**src/rtl/write_arbiter_if.sv**
```systemverilog
// Write-path arbitration bundle: requests and selected-channel handshakes in,
// grant / route enables / status out.
interface write_arbiter_if;
    logic [2:0] awvalid_m;
    logic [3:0] awlen_sel;
    logic       awready_sel;
    logic       wvalid_sel;
    logic       wready_sel;
    logic       wlast_sel;
    logic       bvalid_sel;
    logic       bready_sel;
    logic [2:0] grant;
    logic       aw_en;
    logic       w_en;
    logic       b_en;
    logic       busy;
    logic       len_err;
    logic       timeout_err;

    // Master side drives requests and handshakes and observes the routing decision.
    modport master (
        output awvalid_m, awlen_sel, awready_sel,
        output wvalid_sel, wready_sel, wlast_sel,
        output bvalid_sel, bready_sel,
        input  grant, aw_en, w_en, b_en, busy, len_err, timeout_err
    );

    modport slave (
        input  awvalid_m, awlen_sel, awready_sel,
        input  wvalid_sel, wready_sel, wlast_sel,
        input  bvalid_sel, bready_sel,
        output grant, aw_en, w_en, b_en, busy, len_err, timeout_err
    );
endinterface

```
**src/rtl/write_arbiter.sv**
```systemverilog
// Round-robin owner of a shared AXI write path: one burst at a time through
// ADDR -> DATA -> RESP, with a watchdog that drops a stalled owner.
module write_arbiter #(
    parameter int NUM_M   = 3,
    parameter int TIMEOUT = 255
) (
    input  logic           clk,
    input  logic           rst,
    write_arbiter_if.slave bus
);
    localparam logic [1:0] IDLE = 2'd0;
    localparam logic [1:0] ADDR = 2'd1;
    localparam logic [1:0] DATA = 2'd2;
    localparam logic [1:0] RESP = 2'd3;
    localparam logic [7:0] WD_LIMIT = 8'(TIMEOUT - 1);

    logic [1:0] state_q, state_d;
    logic [2:0] grant_q, grant_d;
    logic [1:0] last_q, last_d;
    logic [3:0] awlen_q, awlen_d;
    logic [3:0] beat_q, beat_d;
    logic [7:0] wd_q, wd_d;
    logic       aw_en_q, aw_en_d, w_en_q, w_en_d, b_en_q, b_en_d, busy_q, busy_d;
    logic       len_err_q, len_err_d, timeout_err_q, timeout_err_d;

    logic       win_found;
    logic [1:0] win_idx;
    logic [1:0] cand;
    logic [1:0] gidx;
    logic       aw_hs, w_hs, b_hs, expire;

    // Search starts one past the last served master, so it gets lowest priority.
    always_comb begin
        win_found = 1'b0;
        win_idx   = 2'd0;
        cand      = 2'd0;
        for (int k = 1; k <= NUM_M; k++) begin
            cand = 2'((int'(last_q) + k) % NUM_M);
            if (!win_found && bus.awvalid_m[cand]) begin
                win_found = 1'b1;
                win_idx   = cand;
            end
        end
    end

    always_comb begin
        gidx = 2'd0;
        if (grant_q[1]) gidx = 2'd1;
        if (grant_q[2]) gidx = 2'd2;
    end

    assign aw_hs = (state_q == ADDR) && |(bus.awvalid_m & grant_q) && bus.awready_sel;
    assign w_hs  = (state_q == DATA) && bus.wvalid_sel && bus.wready_sel;
    assign b_hs  = (state_q == RESP) && bus.bvalid_sel && bus.bready_sel;
    // Any handshake on the active channel counts as progress and beats the watchdog.
    assign expire = (state_q != IDLE) && !(aw_hs || w_hs || b_hs) && (wd_q == WD_LIMIT);

    always_comb begin
        state_d       = state_q;
        grant_d       = grant_q;
        last_d        = last_q;
        awlen_d       = awlen_q;
        beat_d        = beat_q;
        len_err_d     = 1'b0;
        timeout_err_d = 1'b0;
        case (state_q)
            IDLE: if (win_found) begin
                state_d = ADDR;
                grant_d = 3'b001 << win_idx;
            end
            ADDR: if (aw_hs) begin
                state_d = DATA;
                awlen_d = bus.awlen_sel;
                beat_d  = 4'd0;
            end
            DATA: if (w_hs) begin
                beat_d = beat_q + 4'd1;
                if (bus.wlast_sel) begin
                    state_d   = RESP;
                    len_err_d = (beat_q != awlen_q);
                end
            end
            RESP: if (b_hs) begin
                state_d = IDLE;
                grant_d = 3'b000;
                last_d  = gidx;
            end
            default: state_d = IDLE;
        endcase
        if (expire) begin
            state_d       = IDLE;
            grant_d       = 3'b000;
            last_d        = gidx;
            timeout_err_d = 1'b1;
        end

        if (state_q == IDLE || state_d != state_q || w_hs)
            wd_d = 8'd0;
        else
            wd_d = wd_q + 8'd1;

        aw_en_d = (state_d == ADDR);
        w_en_d  = (state_d == DATA);
        b_en_d  = (state_d == RESP);
        busy_d  = (state_d != IDLE);
    end

    // Reset leaves last_q at M2 so the first search order is M0, M1, M2.
    always_ff @(posedge clk or negedge rst) begin
        if (!rst) begin
            state_q       <= IDLE;
            grant_q       <= 3'b000;
            last_q        <= 2'd2;
            awlen_q       <= 4'd0;
            beat_q        <= 4'd0;
            wd_q          <= 8'd0;
            aw_en_q       <= 1'b0;
            w_en_q        <= 1'b0;
            b_en_q        <= 1'b0;
            busy_q        <= 1'b0;
            len_err_q     <= 1'b0;
            timeout_err_q <= 1'b0;
        end else begin
            state_q       <= state_d;
            grant_q       <= grant_d;
            last_q        <= last_d;
            awlen_q       <= awlen_d;
            beat_q        <= beat_d;
            wd_q          <= wd_d;
            aw_en_q       <= aw_en_d;
            w_en_q        <= w_en_d;
            b_en_q        <= b_en_d;
            busy_q        <= busy_d;
            len_err_q     <= len_err_d;
            timeout_err_q <= timeout_err_d;
        end
    end

    assign bus.grant       = grant_q;
    assign bus.aw_en       = aw_en_q;
    assign bus.w_en        = w_en_q;
    assign bus.b_en        = b_en_q;
    assign bus.busy        = busy_q;
    assign bus.len_err     = len_err_q;
    assign bus.timeout_err = timeout_err_q;
endmodule
```
**src/flat_wrapper.sv**
```systemverilog
// flat-port wrapper written by rule: the top's interface ports become plain ports
module write_arbiter_flat 
#(
    parameter int NUM_M   = 3,
    parameter int TIMEOUT = 255
)
  (clk, rst, bus_awvalid_m, bus_awlen_sel, bus_awready_sel, bus_wvalid_sel, bus_wready_sel, bus_wlast_sel, bus_bvalid_sel, bus_bready_sel, bus_grant, bus_aw_en, bus_w_en, bus_b_en, bus_busy, bus_len_err, bus_timeout_err);
  write_arbiter_if bus_i ();
  input  logic clk;
  input  logic rst;
  input wire logic [$bits(bus_i.awvalid_m)-1:0] bus_awvalid_m;
  input wire logic [$bits(bus_i.awlen_sel)-1:0] bus_awlen_sel;
  input wire logic [$bits(bus_i.awready_sel)-1:0] bus_awready_sel;
  input wire logic [$bits(bus_i.wvalid_sel)-1:0] bus_wvalid_sel;
  input wire logic [$bits(bus_i.wready_sel)-1:0] bus_wready_sel;
  input wire logic [$bits(bus_i.wlast_sel)-1:0] bus_wlast_sel;
  input wire logic [$bits(bus_i.bvalid_sel)-1:0] bus_bvalid_sel;
  input wire logic [$bits(bus_i.bready_sel)-1:0] bus_bready_sel;
  output wire logic [$bits(bus_i.grant)-1:0] bus_grant;
  output wire logic [$bits(bus_i.aw_en)-1:0] bus_aw_en;
  output wire logic [$bits(bus_i.w_en)-1:0] bus_w_en;
  output wire logic [$bits(bus_i.b_en)-1:0] bus_b_en;
  output wire logic [$bits(bus_i.busy)-1:0] bus_busy;
  output wire logic [$bits(bus_i.len_err)-1:0] bus_len_err;
  output wire logic [$bits(bus_i.timeout_err)-1:0] bus_timeout_err;
  assign bus_i.awvalid_m = bus_awvalid_m;
  assign bus_i.awlen_sel = bus_awlen_sel;
  assign bus_i.awready_sel = bus_awready_sel;
  assign bus_i.wvalid_sel = bus_wvalid_sel;
  assign bus_i.wready_sel = bus_wready_sel;
  assign bus_i.wlast_sel = bus_wlast_sel;
  assign bus_i.bvalid_sel = bus_bvalid_sel;
  assign bus_i.bready_sel = bus_bready_sel;
  assign bus_grant = bus_i.grant;
  assign bus_aw_en = bus_i.aw_en;
  assign bus_w_en = bus_i.w_en;
  assign bus_b_en = bus_i.b_en;
  assign bus_busy = bus_i.busy;
  assign bus_len_err = bus_i.len_err;
  assign bus_timeout_err = bus_i.timeout_err;
  write_arbiter #(.NUM_M(NUM_M), .TIMEOUT(TIMEOUT)) u_core (.clk(clk), .rst(rst), .bus(bus_i));
endmodule
```
**config.mk**
```make
export PLATFORM = sky130hd
export DESIGN_NAME = write_arbiter_flat
export DESIGN_NICKNAME = d
export VERILOG_FILES = /design/src/rtl/write_arbiter_if.sv /design/src/rtl/write_arbiter.sv /design/src/flat_wrapper.sv
export SDC_FILE = /design/constraint.sdc
export NUM_CORES = 1
export LEC_CHECK = 0
export BUFFER_PORTS_ARGS = -buffer_cell sky130_fd_sc_hd__buf_2
export CELL_PAD_IN_SITES_DETAIL_PLACEMENT = 0
export CELL_PAD_IN_SITES_GLOBAL_PLACEMENT = 2
export CORE_MARGIN = 2
export CORE_UTILIZATION = 38
export CTS_BUF_LIST = sky130_fd_sc_hd__clkbuf_16
export DETAILED_ROUTE_END_ITERATION = 12
export GPL_TIMING_DRIVEN = 0
export PLACE_DENSITY_LB_ADDON = 0.08
export SLEW_MARGIN = 25
export SYNTH_ARGS = -nofsm -noshare
export SYNTH_HDL_FRONTEND = slang
export SYNTH_SLANG_ARGS = --single-unit
```
**constraint.sdc**
```tcl
create_clock -name clk -period 5.23 [get_ports clk]
set_input_delay 0.2615 -clock clk [delete_from_list [all_inputs] [get_ports clk]]
set_output_delay 0.2615 -clock clk [all_outputs]
set_load 0.02 [all_outputs]
```
==> out/qor.yml, run 1 <==
drc: 0
drt_pass1_iterations: 4
clock-root-buffer: "clkbuf_16"
area_delta_synth_final_pct: 20.8
hpwl_um: 2740
gp_congestion: 0.868
endpoint_kind: "register"
numPortBuffers: 23
finalClockSkew_ps: 3.40
ys_warn_count: 0
leakagePower_nw: 0.914
tightest_slew_ps: 679
coreArea_um2: 4290
die_area_um2: 4940
worst_r2r_startpoint: "u_core.state_q[0]"
yosysSeqAreaShare: 0.436
diodes: 0
tns_ps: 0
async_flop_share: 1.00
irDropWorstVdd_v: 0.000237
ys_types: 45
num-nets-final: 221
status: "complete, no violations"
synth_cells: 167
critical_path_class: "reg2reg"
rsz0062_at_grt: "no"
synth_ff_type: "dfrtp_1"
path_clk_slew_ps: 50
dieWidth_um: 70.3
cts_buffers: 5
crit_path_start_kind: "register"
cp_data_required_time_ps: 5380
fmax_ghz: 0.417
grt_usage: 0.163
grt_max_degree: 30
cellPowerDensity_nw_per_um2: 576
drtAntennaViolNets: 0
crit_path_max_incr_delay_ps: 410
layout_min_cycle_time_ps: 2400
critical_path.startpoint: "u_core.state_q[0]"
cts_resized: 0
clock_latency_ps: 270
postCtsSetupBuffers: 0
pin_count: 24
synth_top_area_cell: "dfrtp_1"
synth_top_area_frac: 0.420
die_y_um: 70.3
synth_commonest_cells: "dfrtp_1 (28), nand2_1 (14), inv_1 (11), nor3_1 (11), o21ai_0 (11)"
post_drt_wl_per_cell_um: 14.9
critPathMaxFanout: 10
rows: 24
hold_viol: 0
syn_nets: 191
dr_total_vias: 1353
viasPerCell: 5.41
finalWirelength_um: 3730
total_power_w: 0.00116
antenna_found_initial: 0
drt_iter0_drc: 66
cap_violations: 0
tritoncts: "yes"
arrival_ps: 2550
syn_avg_cell_area_um2: 9.99
grt_pass1_vias: 1376
synth_edf_count: 0
cts_max_path_buffers: 2
hold_class: "in2async"
start_util: 0.389
slew_viol_final: 0
cts_max_level: 2
setup_viol: 0
grt_pass1_wl_um: 6410
ctsHoldBuffers: 0
worstPathCellList: "inv_1 > ha_1 > clkbuf_1 > a31oi_1 > o21ai_0 > nor2_4 > o21ai_2 > mux2_2"
synth_area_leaders: "dfrtp_1 (42%), ha_1 (6.7%), mux2_2 (4.7%)"
grt_overflow: 0
clock_sinks: 29
post-synth-top-count-cell: "dfrtp_1"
netlist_area_um2: 1670
fill_cells: 432
slowest_stage: "dfrtp_1"
finalCritPeriodShare: 0.458
relSlewSlack: 0.548
post_route_cells_drive_above_1_share: 0.247
synth-seq-cells: 29
## cell families after synthesis
group / after synthesis / synth area share
AO/OA/AOI/OAI: 38 / 0.171
XOR/XNOR: 10 / 0.0525
adder cells (fa/ha/maj): 9 / 0.0675
buffers and inverters: 14 / 0.0345
flip-flops: 29 / 0.436
multiplexers: 8 / 0.0532
AND/OR/NAND/NOR: 59 / 0.186
## per-layer routing
layer | GRT usage | part of all wire | vias up
met4 | 0.0449 | 0.0054 | 0
met1 | 0.217 | 0.47 | 659
met3 | 0.0447 | 0.046 | 2
met2 | 0.259 | 0.48 | 27
met5 | 0 | 0 | -
li1 | - | - | 665
## cells in the final DEF, fill, tap and decap left out, types with 2 or more instances in the layout
master,synthesis,final
dfrtp_1,28,28
buf_2,1,24
nand2_1,14,14
inv_1,11,11
o21ai_0,11,11
nor3_1,11,11
ha_1,9,9
nand3_1,7,7
mux2_2,7,7
nor2_1,6,6
and2_1,5,5
xor2_1,5,5
xnor2_1,5,5
clkbuf_16,0,5
nand4_1,4,4
a22o_1,4,4
o21a_1,3,3
and4_1,2,2
a21boi_1,2,2
o221a_2,2,2
o211ai_1,2,2
or2_2,2,2
nand2b_1,2,2
nor3b_1,2,2
## worst paths after layout
check                                      end  slack, ps  cells after the start
min in group clk             u_core.awlen_q[2]        220                      2
min reg2reg                   u_core.last_q[1]        520                      2
max reg2reg                u_core.bus.grant[0]       2830                      8
max                        u_core.bus.grant[0]       2830                      8
min                           u_core.beat_q[2]         30                      1
max in group asynchronous  u_core.bus.grant[2]       4760                      1
## through the flow
step / std cells / setup slack [ps] / instance area, um2 / hold WS, ps / util
finish: 250 / 2830 / 2020 / 29.5 / 0.469
global route: 250 / 2620 / 2020 / 83.9 / 0.469
CTS: 250 / 2820 / 2020 / 49.2 / 0.469
detailed placement: 242 / 2850 / 1850 / 346 / 0.431
global placement: 242 / 2870 / 1850 / 323 / 0.431
floorplan: 167 / 3200 / 1670 / -34.1 / -
## sequential cells by signal (all words and copies together), names as in the netlist, 2 cells and up
| register | count |
|---|---|
| u_core.wd_q | 8 |
| u_core.beat_q | 4 |
| u_core.bus.grant | 3 |
| u_core.awlen_q | 4 |
| u_core.last_q | 2 |
| u_core.state_q | 2 |
## power by group
| group | switching, W | internal [W] | total (W) |
|---|---|---|---|
| registers | 0.0000487 | 0.000293 | 0.000342 |
| clock network | 0.0000974 | 0.000222 | 0.000320 |
| logic | 0.000295 | 0.000205 | 0.000500 |
## critical path: cells and delay by family, from the launching register on
kind | cells | cell delay, ps
AND/OR/NAND/NOR | 1 | 110
flip-flops | 1 | 410
buffers and inverters | 2 | 530
AO/OA/AOI/OAI | 3 | 700
adder cells (fa/ha/maj) | 1 | 170
multiplexers | 1 | 360
## layout make-up
| type | instances | area [um2] | share of cell area |
|---|---|---|---|
| Multi-Input combinational cell | 124 | 885 | 0.439 |
| Sequential cell | 29 | 727 | 0.361 |
| Clock buffer | 5 | 125 | 0.0621 |
| Timing Repair Buffer | 23 | 115 | 0.0571 |
| Tap cell | 52 | 65.1 | 0.0323 |
| Clock inverter | 3 | 41.3 | 0.0205 |
| Inverter | 11 | 41.3 | 0.0205 |
| Buffer | 3 | 16.3 | 0.00807 |
No activity file was read; power rests on OpenSTA's default activity.
==> run 2, diff against run 1 <==
- CORE_UTILIZATION: 38 -> 32
- clock period: 5.23 -> 2 ns (I/O delays scaled with it)
==> out/qor.yml, run 2 (synthesis gave the netlist of run 1 again) <==
grt_overflow: 0  # unchanged
finalClockSkew_ps: 4.93  # +1.53 ps
holdCritStartpoint: "bus_awlen_sel[2]"
cts_max_level: 2  # unchanged
cp_data_required_time_ps: 2150  # -3230 ps
slew_viol_final: 0  # unchanged
leakagePower_nw: 0.981  # +7.3%
rows: 26  # +8.3%
post_drt_wl_per_cell_um: 14.2  # -4.8%
r2r-end: "u_core.bus.grant[0]"
final_common_cell: "dfrtp_1"
tightest_slew_ps: 635  # -43.1 ps
gp_congestion: 0.823  # -5.2%
clock-root-buffer: "clkbuf_16"
hpwl_um: 2900  # +5.6%
numPortBuffers: 23  # unchanged
clock_latency_ps: 270  # about the same
status: "finished, violations left"
antenna_found_initial: 0  # unchanged
num-nets-final: 229  # +3.6%
drtAntennaViolNets: 0  # unchanged
timing.hold.ws_ps: 60.5  # +30.9 ps
critPathMaxFanout: 6  # -4
arrival_ps: 2190  # -360 ps
grt_pass1_vias: 1385  # +0.65%
die_area_um2: 5810  # +18%
total_power_w: 0.00339  # +190%
crit_path_start_kind: "register"
layout_common_cells: "dfrtp_1 (27), buf_2 (23), nand2_1 (14)"
worstPathCellList: "inv_2 > ha_4 > buf_6 > mux2i_1 > o221a_2 > o21ai_4 > buf_4 > o21ai_4 > mux2_4"
post_route_cells_drive_above_1_share: 0.369  # +0.121
drc: 0  # unchanged
setup_viol: 5  # +5
hold_class: "in2reg"
cts_buffers: 5  # unchanged
endpoint_kind: "register"
critical_path_class: "reg2reg"
drt_iter0_drc: 48  # -27%
grt_usage: 0.148  # -0.0146
critical_path_buf_inv_count: 3  # +1
hold_viol: 0  # unchanged
crit_path_max_incr_delay_ps: 550  # +140 ps
layout_min_cycle_time_ps: 2050  # -351 ps
grt_max_degree: 30  # unchanged
dr_total_vias: 1389  # +2.7%
coreArea_um2: 5070  # +18%
reg2reg_setup_slack_ps: -50  # -2880 ps
min_to: "u_core.awlen_q[2]"
clock_sinks: 29  # unchanged
dieWidth_um: 76.2  # +8.5%
finalWorstSetupSlack_ps: -45.1  # -2880 ps
path_clk_slew_ps: 50  # about the same
cpMostUsedCell: "o21ai_4"
area_delta_synth_final_pct: 33.5
die_y_um: 76.2  # +8.5%
fmax_ghz: 0.489  # +17%
irDropWorstVdd_v: 0.000638  # +170%
diodes: 0  # unchanged
whs_path_depth: 2
drt_pass1_iterations: 4  # unchanged
finalCritPeriodShare: 1.02  # +0.564
largest_register_ffs: 8  # unchanged
worst_r2r_startpoint: "u_core.last_q[1]"
grt_pass1_wl_um: 6930  # +8.1%
tritoncts: "yes"
rsz0062_at_grt: "yes"
start_util: 0.329  # -0.0598
finalWirelength_um: 3930  # +5.1%
registers.top_by_ff_count: "u_core.wd_q"
reg.largest.list: "u_core.wd_q: 8 flops, u_core.awlen_q: 4 flops, u_core.beat_q: 4 flops"
pin_count: 24  # unchanged
cellPowerDensity_nw_per_um2: 1520  # +160%
relSlewSlack: 0.576  # +0.0287
slowest_stage: "dfstp_2"
r2r_cells: 9  # +1
viasPerCell: 5.03  # -7.0%
cts_max_path_buffers: 2  # unchanged
violations: "negative setup slack"
cp_top_family: "flip-flops"
cap_violations: 0  # unchanged
-- run 2: timing repair --
action,4_1_cts,5_1_grt
setup endpoints to repair,19,18
pin swaps,6,6
hold buffers,1,0
endpoints found under the hold margin,28,0
buffers inserted,6,3
gates resized for setup,19,16
-- run 2: worst max-delay path by stage --
stage | startpoint | to | cells after the start
3_5_place_dp | u_core.state_q[0] | u_core.bus.grant[0] | 8
4_1_cts | u_core.last_q[1] | u_core.bus.aw_en | 8
6_report | u_core.last_q[1] | u_core.bus.grant[0] | 9
5_1_grt | u_core.last_q[1] | u_core.bus.aw_en | 9
2_1_floorplan | u_core.last_q[1] | u_core.bus.grant[0] | 8
3_3_place_gp | u_core.state_q[0] | u_core.bus.grant[1] | 8
-- run 2: area by class of cell --
class                           count  area [um2]
Tap cell                           70        87.6
Clock buffer                        5         125
Inverter                           11        41.3
Buffer                              1        7.51
Multi-Input combinational cell    124        1030
Sequential cell                    29         728
Clock inverter                      3        12.5
Fill cell                         501        2850
Timing Repair Buffer               33         196
-- run 2: worst reg2reg max path, delay by kind of cell (launching register included) --
| kind | cells | cell delay [ps] |
|---|---|---|
| compound gates | 3 | 470 |
| fa+ha+maj | 1 | 160 |
| flops | 1 | 550 |
| mux | 2 | 410 |
| buf+inv | 3 | 330 |
-- run 2: where the power goes --
part           internal (W)  switching, W  total (W)
logic              0.000844      0.000939    0.00178
registers          0.000770      0.000151   0.000920
clock network      0.000447      0.000239   0.000686
-- run 2: stage by stage --
| stage | utilization | cells | setup WS, ps | cell area, um2 | TNS, ps |
|---|---|---|---|---|---|
| 2_1_floorplan | - | 167 | 7.26 | 1670 | 0 |
| 3_3_place_gp | 0.369 | 260 | -357 | 1870 | -4940 |
| 3_5_place_dp | 0.369 | 260 | -372 | 1870 | -5190 |
| 4_1_cts | 0.421 | 273 | -81.2 | 2140 | -207 |
| 5_1_grt | 0.439 | 276 | -141 | 2230 | -1220 |
| 6_report | 0.439 | 276 | -45.1 | 2230 | -138 |
-- run 2: metal layers --
layer	global-route usage	up-vias	wire length [um]	part of all wire
li1	-	683	-	-
met5	0	-	0	0
met2	0.222	17	1810	0.46
met3	0.0379	4	155	0.039
met1	0.205	685	1930	0.49
met4	0.0545	0	31	0.0079
